--- config.mk ---
export PLATFORM = sky130hd
export DESIGN_NAME = instr_encoder_loader
export DESIGN_NICKNAME = d
export VERILOG_FILES = /design/src/rtl/instr_encoder_loader.sv
export SDC_FILE = /design/constraint.sdc
export NUM_CORES = 1
export LEC_CHECK = 0
export CORE_AREA = 4 4 59 114
export DETAILED_ROUTE_END_ITERATION = 8
export DIE_AREA = 0 0 63 118
export PLACE_DENSITY = 0.81
export SYNTH_ARGS = -nofsm -noshare
export SYNTH_HDL_FRONTEND = slang
export SYNTH_SLANG_ARGS = --single-unit
--- constraint.sdc ---
create_clock -name clk -period 3.7 [get_ports clk]
set_clock_uncertainty 0.15 [all_clocks]
set_input_delay 1.11 -clock clk [delete_from_list [all_inputs] [get_ports clk]]
set_output_delay 1.11 -clock clk [all_outputs]
set_load 0.1 [all_outputs]
--- src/rtl/instr_encoder_loader.sv ---
// Packs instruction field bundles into 32-bit words and streams them into imem.
// Optional OPCODE_CHECK_EN: drop illegal opcodes and report them on err/err_count.
module instr_encoder_loader #(
    parameter int ADDR_W    = 8,
    parameter int BASE_ADDR = 0
`ifdef OPCODE_CHECK_EN
    ,
    parameter int NUM_OPCODES = 20
`endif
) (
    input  logic              clk,
    input  logic              rst,
    input  logic              start,
    input  logic              in_valid,
    output logic              in_ready,
    input  logic [4:0]        in_opcode,
    input  logic [4:0]        in_dest,
    input  logic [4:0]        in_src1,
    input  logic [4:0]        in_src2,
    input  logic [15:0]       in_imm,
    input  logic              in_imm_flag,
    input  logic              in_last,
    output logic              imem_we,
    output logic [ADDR_W-1:0] imem_addr,
    output logic [31:0]       imem_wdata,
    input  logic              imem_ready,
    output logic              busy,
    output logic              done,
    output logic              overflow,
    output logic [ADDR_W:0]   word_count
`ifdef OPCODE_CHECK_EN
    ,
    output logic              err,
    output logic [7:0]        err_count
`endif
);

    typedef enum logic [1:0] {IDLE, LOAD, DONE} state_t;

    localparam logic [ADDR_W-1:0] BASE = ADDR_W'(BASE_ADDR);

    state_t              state_q, state_d;
    logic                we_q, we_d;
    logic [ADDR_W-1:0]   addr_q, addr_d;
    logic [ADDR_W-1:0]   waddr_q, waddr_d;
    logic [31:0]         wdata_q, wdata_d;
    logic [ADDR_W:0]     cnt_q, cnt_d;
    logic                ovf_q, ovf_d;
    logic                done_q, done_d;
    logic                fin_q, fin_d;
    logic                accept;
    logic                legal;
    logic                at_max;
    logic [31:0]         enc;
`ifdef OPCODE_CHECK_EN
    logic                err_q, err_d;
    logic [7:0]          errc_q, errc_d;
`endif

    assign in_ready = (state_q == LOAD) && !start && !fin_q
                      && (!we_q || imem_ready);
    assign accept   = in_valid && in_ready;
    assign at_max   = (addr_q == {ADDR_W{1'b1}});
    assign enc      = {in_opcode, in_dest, in_src1, in_imm_flag,
                       in_imm_flag ? in_imm : {in_src2, 11'b0}};

`ifdef OPCODE_CHECK_EN
    assign legal = ({27'b0, in_opcode} < 32'(NUM_OPCODES));
`else
    assign legal = 1'b1;
`endif

    always_comb begin
        state_d = state_q;
        we_d    = we_q && !imem_ready;
        addr_d  = addr_q;
        waddr_d = waddr_q;
        wdata_d = wdata_q;
        cnt_d   = cnt_q;
        ovf_d   = ovf_q;
        done_d  = 1'b0;
        fin_d   = fin_q;
`ifdef OPCODE_CHECK_EN
        err_d   = 1'b0;
        errc_d  = errc_q;
`endif
        if (state_q == LOAD && fin_q && we_q && imem_ready) begin
            state_d = DONE;
            done_d  = 1'b1;
            fin_d   = 1'b0;
        end
        if (accept) begin
            if (legal) begin
                we_d    = 1'b1;
                waddr_d = addr_q;
                wdata_d = enc;
                cnt_d   = cnt_q + 1'b1;
                if (!at_max) addr_d = addr_q + 1'b1;
                if (in_last || at_max) fin_d = 1'b1;
                if (at_max && !in_last) ovf_d = 1'b1;
            end else begin
`ifdef OPCODE_CHECK_EN
                err_d = 1'b1;
                if (errc_q != 8'hFF) errc_d = errc_q + 8'd1;
`endif
                // an illegal last bundle still ends the load once the bus drains
                if (in_last) begin
                    if (we_d) begin
                        fin_d = 1'b1;
                    end else begin
                        state_d = DONE;
                        done_d  = 1'b1;
                    end
                end
            end
        end
        if (start) begin
            state_d = LOAD;
            we_d    = 1'b0;
            addr_d  = BASE;
            cnt_d   = '0;
            ovf_d   = 1'b0;
            done_d  = 1'b0;
            fin_d   = 1'b0;
`ifdef OPCODE_CHECK_EN
            err_d   = 1'b0;
            errc_d  = 8'd0;
`endif
        end
    end

    always_ff @(posedge clk or posedge rst) begin
        if (rst) begin
            state_q <= IDLE;
            we_q    <= 1'b0;
            addr_q  <= BASE;
            waddr_q <= '0;
            wdata_q <= '0;
            cnt_q   <= '0;
            ovf_q   <= 1'b0;
            done_q  <= 1'b0;
            fin_q   <= 1'b0;
`ifdef OPCODE_CHECK_EN
            err_q   <= 1'b0;
            errc_q  <= 8'd0;
`endif
        end else begin
            state_q <= state_d;
            we_q    <= we_d;
            addr_q  <= addr_d;
            waddr_q <= waddr_d;
            wdata_q <= wdata_d;
            cnt_q   <= cnt_d;
            ovf_q   <= ovf_d;
            done_q  <= done_d;
            fin_q   <= fin_d;
`ifdef OPCODE_CHECK_EN
            err_q   <= err_d;
            errc_q  <= errc_d;
`endif
        end
    end

    assign imem_we    = we_q;
    assign imem_addr  = waddr_q;
    assign imem_wdata = wdata_q;
    assign busy       = (state_q == LOAD);
    assign done       = done_q;
    assign overflow   = ovf_q;
    assign word_count = cnt_q;
`ifdef OPCODE_CHECK_EN
    assign err        = err_q;
    assign err_count  = errc_q;
`endif

endmodule
=== Word level (Yosys, flattened, before mapping) ===
Cells that the tools add are included.

* Register bits after elaboration: 63
* Output and inout port bits: 54

* Equality and inequality tests: 3
* $add $sub $neg: 2
* Reductions and logical operators: 21
* Muxes and demuxes: 19

{| class="wikitable"
|+ Operator list
! cell !! number
|-
| two-way mux 8 bit || 3
|-
| two-way mux 9 bit || 2
|-
| two-way mux 16 bit || 1
|-
| two-way mux 1 bit || 11
|-
| adder 9 x 1 -> 9 bit (second input constant) || 1
|-
| logical AND 1 bit || 9
|-
| adder 8 x 1 -> 8 bit (second input constant) || 1
|-
| == test 8 bit (second input constant) || 1
|-
| nonzero test 2 bit || 3
|-
| zero test 1 bit || 5
|-
| two-way mux 2 bit || 2
|-
| AND reduction 2 bit || 2
|-
| == test 2 x 1 -> 1 bit (second input constant) || 1
|-
| logical OR 1 bit || 2
|-
| inequality test 2 bit (second input constant) || 1
|}

=== Longest topological paths before layout ===
Gate-level depths: netlist (run 1).

* Word-level depth: 8
* Depth in mapped cells: 7

=== Least setup slack after synthesis (run 1) ===
OpenSTA, ideal clock, no wires.

* Kind: in2out
* Start: input port start
* End: output port in_ready
* Buffers on the path: 0
* Slack: 178 ps
* Stages on the path: 2
* Required time: 2,440 ps
* Arrival: 2,262 ps
* Cell sequence: nor4b_4 -> and2_1

* Cells in the longest elaborated chain, start to end: 4

{| class="wikitable"
|+ Ends and longest elaborated chain
! what !! line !! RTL
|-
| start, declared || 13 || <nowiki>input logic start,</nowiki>
|-
| zero test 1 bit || 60 || <nowiki>assign in_ready = (state_q == LOAD) && !start && !fin_q</nowiki>
|-
| logical AND 1 bit (2 in a row) || 60 ||
|-
| logical AND 1 bit || 61 || <nowiki>&& (!we_q || imem_ready);</nowiki>
|-
| end, declared || 15 || <nowiki>output logic in_ready,</nowiki>
|}

Every way passes these cells.

=== Worst setup path after layout (run 1) ===
Same ends and word-level chain as after synthesis.

==> out/results.ini, run 1 <==
[outcome]
status = completed

[worst_setup_path]
critical_path_arrival_ps = 2260
end_kind = output port
startpoint_type = input pin
cp.required_ps = 2440
reg2reg_from = state_q[1]
crit_path_max_fanout = 2
crit_slowest_cell = clkdlybuf4s50_1
path_cells = clkdlybuf4s50_1 -> nor4b_4 -> and2_1 -> buf_12
reg2reg_to = addr_q[3]
rrSetupSlack_ps = 1540
max_stage_delay_ps = 460
worstSetupPathType = input pin to output port
rr_worst_depth = 5

[synth]
yosysWarnings = 0
synth_flop_cell = dfrtp_1
synth_edf_count = 0
synth-simple-area-share = 0.260
synthMuxAreaShare = 0.0185
synth_top_family_by_area = simple AND/OR/NAND/NOR gates
syn_area_per_cell_sq_um = 9.41
synthArstFlopShare = 1.00
synthAdderAreaFrac = 0.00923
synth_compound_area_frac = 0.0803
synthXorXnorAreaFrac = 0.0129
synth.distinct_cells = 35
synthCells = 288
syn_area_sq_um = 2710
synth_seq_area_share = 0.582
ys_ff_latch = 63
synth_nets = 333

[global_route]
grt_antenna_before_repair = 0
track_usage = 0.199
grt_pass1_wl_um = 11500
grt_pass1_vias = 2396
grt_max_degree = 64
grt_overflow = 0

[detailed_routing]
wl_per_cell_um = 15.3
num_vias = 2380
routed_wl_um = 6910
firstDrtPassIters = 4
drtIter0Drc = 101
via_per_inst = 5.29
ant_nets = 0
drcViolationCount = 0

[floorplanning]
die_y_um = 118
die_w_um = 63
io_pins = 97
initial_utilization = 0.467
core_area_sq_um = 5810
fp.dieArea_sq_um = 7430
rows = 39

[hold_path]
hp-start = imem_wdata[8]
whs_path_depth = 2
hold_class = flop to flop
min_to = imem_wdata[8]

[power]
p_int_uw = 1450
p_comb_frac = 0.325
power.leakage_uw = 0.00196
p_clk_frac = 0.337
irDropWorstVdd_mv = 0.318
powerDensity_nw_per_um2 = 601
power_frac_seq = 0.338
p_switching_uw = 895
swShare = 0.382

[placement]
port_buffers = 96
dp_slack_ps = 188
placed_area_sq_um = 3620
hpwl_um = 4980
gp_congestion = 0.842
dp.cells = 436

[timing]
slew_violations = 0
setup_viol = 0
tightest_slew_ps = 757
rsz0062_at_grt = no
finalWorstSetupSlack_ps = 182
min_period_over_period = 0.951
max_freq_mhz = 284
tns_ps = 0
hold_viol = 0
slew_headroom = 0.494
min_period_ps = 3520

[layout]
area_delta_synth_final_pct = 43.8
instances_no_fill = 450
finalNetCount = 431
final-seq-area_sq_um = 1580
final_common_cell = nand2_1
antenna_cells = 0
utilization = 0.671
fillers = 485
layout_common_cells = 107 x nand2_1, 63 x dfrtp_1, 60 x buf_4
multi_input_area_sq_um = 1030
layout-drive-gt1-share = 0.195
final_area_sq_um = 3900

[cts]
htreeDepth = 3
cts_buffers = 9
clk_pin_slew_ps = 50
cts.hold.buffers_added = 0
cts_resized = 0
cts_sinks = 63
clkLatencyLatePin_ps = 320
cts_root_buffer = clkbuf_16
cts_tree = yes
cts_setup_buffers = 0
cts_buffer_depth = 2

[run]
max-cap-violations = 0

[power by group through the flow]
| stage | clock [uW] | combinational (uW) | sequential (uW) |
|---|---|---|---|
| finish | 790 | 762 | 791 |
| detailed placement | 0 | 767 | 802 |
| floorplan | 0 | 107 | 1260 |
| CTS | 808 | 769 | 791 |
| global placement | 0 | 760 | 799 |
| global route | 833 | 790 | 800 |
[critical path: cells and delay by family]
kind	cells	cell delay [ps]
buf+inv	2	640
simple gates	2	490
[kinds of logic (layout without fill, tap and decap cells)]
family / after synthesis / count (layout)
AND/OR/NAND/NOR: 156 / 156
flip-flops: 63 / 63
multiplexers: 5 / 5
XOR/XNOR: 4 / 4
buffers and inverters: 22 / 123
AO/OA/AOI/OAI: 36 / 36
adder cells (fa/ha/maj): 2 / 2
[synthesized netlist by cell type, types with 2 or more instances]
| master | n | area share |
|---|---|---|
| nand2_1 | 107 | 0.15 |
| dfrtp_1 | 63 | 0.58 |
| nand3_1 | 15 | 0.028 |
| a21oi_1 | 12 | 0.022 |
| o21ai_0 | 12 | 0.022 |
| buf_2 | 8 | 0.015 |
| clkbuf_1 | 7 | 0.0097 |
| nor2_1 | 6 | 0.0083 |
| inv_1 | 5 | 0.0069 |
| mux2i_1 | 5 | 0.018 |
| nand4_1 | 5 | 0.012 |
| or3_1 | 5 | 0.012 |
| and3_1 | 4 | 0.0092 |
| o31ai_1 | 4 | 0.011 |
| and4_1 | 3 | 0.0097 |
| or4_1 | 3 | 0.0083 |
| xor2_1 | 3 | 0.0097 |
| and2_1 | 2 | 0.0046 |
| ha_1 | 2 | 0.0092 |
| o311ai_0 | 2 | 0.0065 |
[routing by layer]
layer / vias to the layer above / global-route usage / routed length [um]
met5: - / 0 / 0
met4: 0 / 0.136 / 295
met3: 21 / 0.0478 / 270
met2: 55 / 0.338 / 3840
met1: 1141 / 0.212 / 2500
li1: 1163 / - / -
[through the flow]
| stage | hold WS [ps] | total power, uW |
|---|---|---|
| 6_report | 314 | 2340 |
| 4_1_cts | 318 | 2370 |
| 2_1_floorplan | 287 | 1370 |
| 3_5_place_dp | 307 | 1570 |
| 3_3_place_gp | 300 | 1560 |
| 5_1_grt | 345 | 2420 |
[cell type report]
| cell class | count | area share |
|---|---|---|
| sequential | 63 | 0.405 |
| multi-input combinational | 203 | 0.265 |
| timing repair buffer | 104 | 0.234 |
| clock buffer | 13 | 0.0642 |
| tap | 61 | 0.0196 |
| clock inverter | 1 | 0.00771 |
| inverter | 5 | 0.00482 |
[worst max path at each step]
stage	startpoint	endpoint	slack, ps	cells past startpoint
3_5_place_dp	start	in_ready	190	4
2_1_floorplan	start	in_ready	180	2
3_3_place_gp	start	in_ready	180	4
6_report	start	in_ready	180	4
4_1_cts	start	in_ready	170	4
5_1_grt	start	in_ready	140	4
[registers in the layout, summed over array words and instances, names as in the netlist]
signal      flops
addr_q          8
done            1
fin_q           1
imem_addr       8
imem_wdata     32
imem_we         1
overflow        1
state_q         2
word_count      9
No activity file was read; power rests on OpenSTA's default activity.
==> run 2: changes to the inputs <==
- CORE_AREA: 4 4 59 114 -> 2 2 110 59
- DIE_AREA: 0 0 63 118 -> 0 0 112 61
- GPL_TIMING_DRIVEN: unset -> 1
- PLACE_DENSITY: 0.81 -> 0.82
==> out/results.ini, run 2 (same netlist as run 1, synthesis figures left out) <==
[layout]
final_common_cell = nand2_1
layout_common_cells = 107 x nand2_1, 63 x dfrtp_1, 62 x buf_4
finalNetCount = 433  ; +0.46%
area_delta_synth_final_pct = 46.2
layout-drive-gt1-share = 0.209  ; +0.0133
utilization = 0.676  ; +0.00552
antenna_cells = 0  ; unchanged
largest_reg_flops = 32  ; unchanged

[placement]
port_buffers = 96  ; unchanged
dp_slack_ps = 163  ; -24.2 ps
gp_congestion = 0.834  ; -0.90%
hpwl_um = 4730  ; -5.1%

[detailed_routing]
firstDrtPassIters = 4  ; unchanged
drcViolationCount = 0  ; unchanged
drtIter0Drc = 123  ; +22%
via_per_inst = 5.01  ; -5.3%
ant_nets = 0  ; unchanged
num_vias = 2354  ; -1.1%
wl_per_cell_um = 14.2  ; -7.7%
routed_wl_um = 6660  ; -3.5%

[power]
powerDensity_nw_per_um2 = 608  ; +1.1%
irDropWorstVdd_mv = 0.361  ; +14%
power.leakage_uw = 0.00199  ; +1.5%
total_power_uw = 2410  ; +2.7%

[global_route]
grt_pass1_vias = 2325  ; -3.0%
track_usage = 0.218  ; +0.0194
grt_overflow = 0  ; unchanged
grt_max_degree = 39  ; -39%
grt_pass1_wl_um = 11200  ; -2.3%
grt_antenna_before_repair = 0  ; unchanged

[worst_setup_path]
end_kind = output port
cp.required_ps = 2440  ; about the same
worstSetupPathType = input pin to output port
startpoint_type = input pin
critical_path_arrival_ps = 2280  ; +20 ps
crit_path_max_fanout = 2  ; unchanged

[cts]
cts_tree = yes
cts_resized = 0  ; unchanged
htreeDepth = 3  ; unchanged
clkLatencyLatePin_ps = 320  ; about the same
clk_pin_slew_ps = 50  ; about the same
cts_buffers = 9  ; unchanged
cts_root_buffer = clkbuf_16
cts_setup_buffers = 0  ; unchanged
cts.hold.buffers_added = 0  ; unchanged
cts_sinks = 63  ; unchanged
cts_buffer_depth = 2  ; unchanged

[outcome]
status = completed

[floorplanning]
die_w_um = 112  ; +78%
core_area_sq_um = 5860  ; +0.84%
die_y_um = 61  ; -48%
initial_utilization = 0.463  ; -0.00389
rows = 20  ; -49%
fp.dieArea_sq_um = 6830  ; -8.1%
io_pins = 97  ; unchanged

[timing]
finalWorstSetupSlack_ps = 164  ; -18.3 ps
rsz0062_at_grt = no
slew_headroom = 0.508  ; +0.0141
setup_viol = 0  ; unchanged
slew_violations = 0  ; unchanged
min_period_ps = 3540  ; +18.3 ps
min_period_over_period = 0.956  ; +0.00493
tns_ps = 0  ; unchanged
hold_viol = 0  ; unchanged
tightest_slew_ps = 735  ; -21.0 ps
max_freq_mhz = 283  ; -0.52%

[hold_path]
hold_class = flop to flop

[run]
max-cap-violations = 0  ; unchanged

[run 2: cell type report]
type	count	area (sq um)
clock buffers	13	270
inverters	5	18.8
flip-flops and latches	63	1580
clock inverters	3	40.0
repair buffers	106	926
multi-input cells	203	1030
fillers	468	1890
well taps	77	96.3
[run 2: path summary, 6_finish.rpt]
check                            endpoint  cells past startpoint  slack [ps]          start
max                              in_ready                      4         160          start
min                         imem_wdata[0]                      2         320  imem_wdata[0]
max reg2reg                 word_count[6]                      6        1540     state_q[1]
min reg2reg                 imem_wdata[0]                      2         320  imem_wdata[0]
max in group asynchronous  imem_wdata[17]                      3        1780            rst
min in group asynchronous  imem_wdata[20]                      2        1010            rst
[run 2: worst max-delay path: stages]
cell and delay (ps):
clkdlybuf4s50_1 460, nor4b_4 300, and2_1 220, buf_12 190
[run 2: routing by layer]
metal  GRT usage  routed length, um
met2       0.310               2860
met5           0                  0
met4      0.0767                 88
met1       0.294               3100
met3       0.108                617
[run 2: where the power goes]
group	switching, uW	internal, uW	total, uW
logic	594	164	758
clock network	280	573	854
registers	41.3	755	796
[run 2: through the flow]
| step | cell area (sq um) | cells | hold slack [ps] |
|---|---|---|---|
| 6_report | 3960 | 470 | 320 |
| 5_1_grt | 3960 | 470 | 350 |
| 4_1_cts | 3960 | 470 | 323 |
| 3_5_place_dp | 3650 | 454 | 311 |
| 3_3_place_gp | 3650 | 454 | 303 |
| 2_1_floorplan | 2710 | 288 | 287 |
==> run 3: changes to the inputs <==
- ABC_CLOCK_PERIOD_IN_PS: unset -> 3700
==> results of run 3 <==
Same layout as run 2: the final DEF is identical, and so are final timing and power.
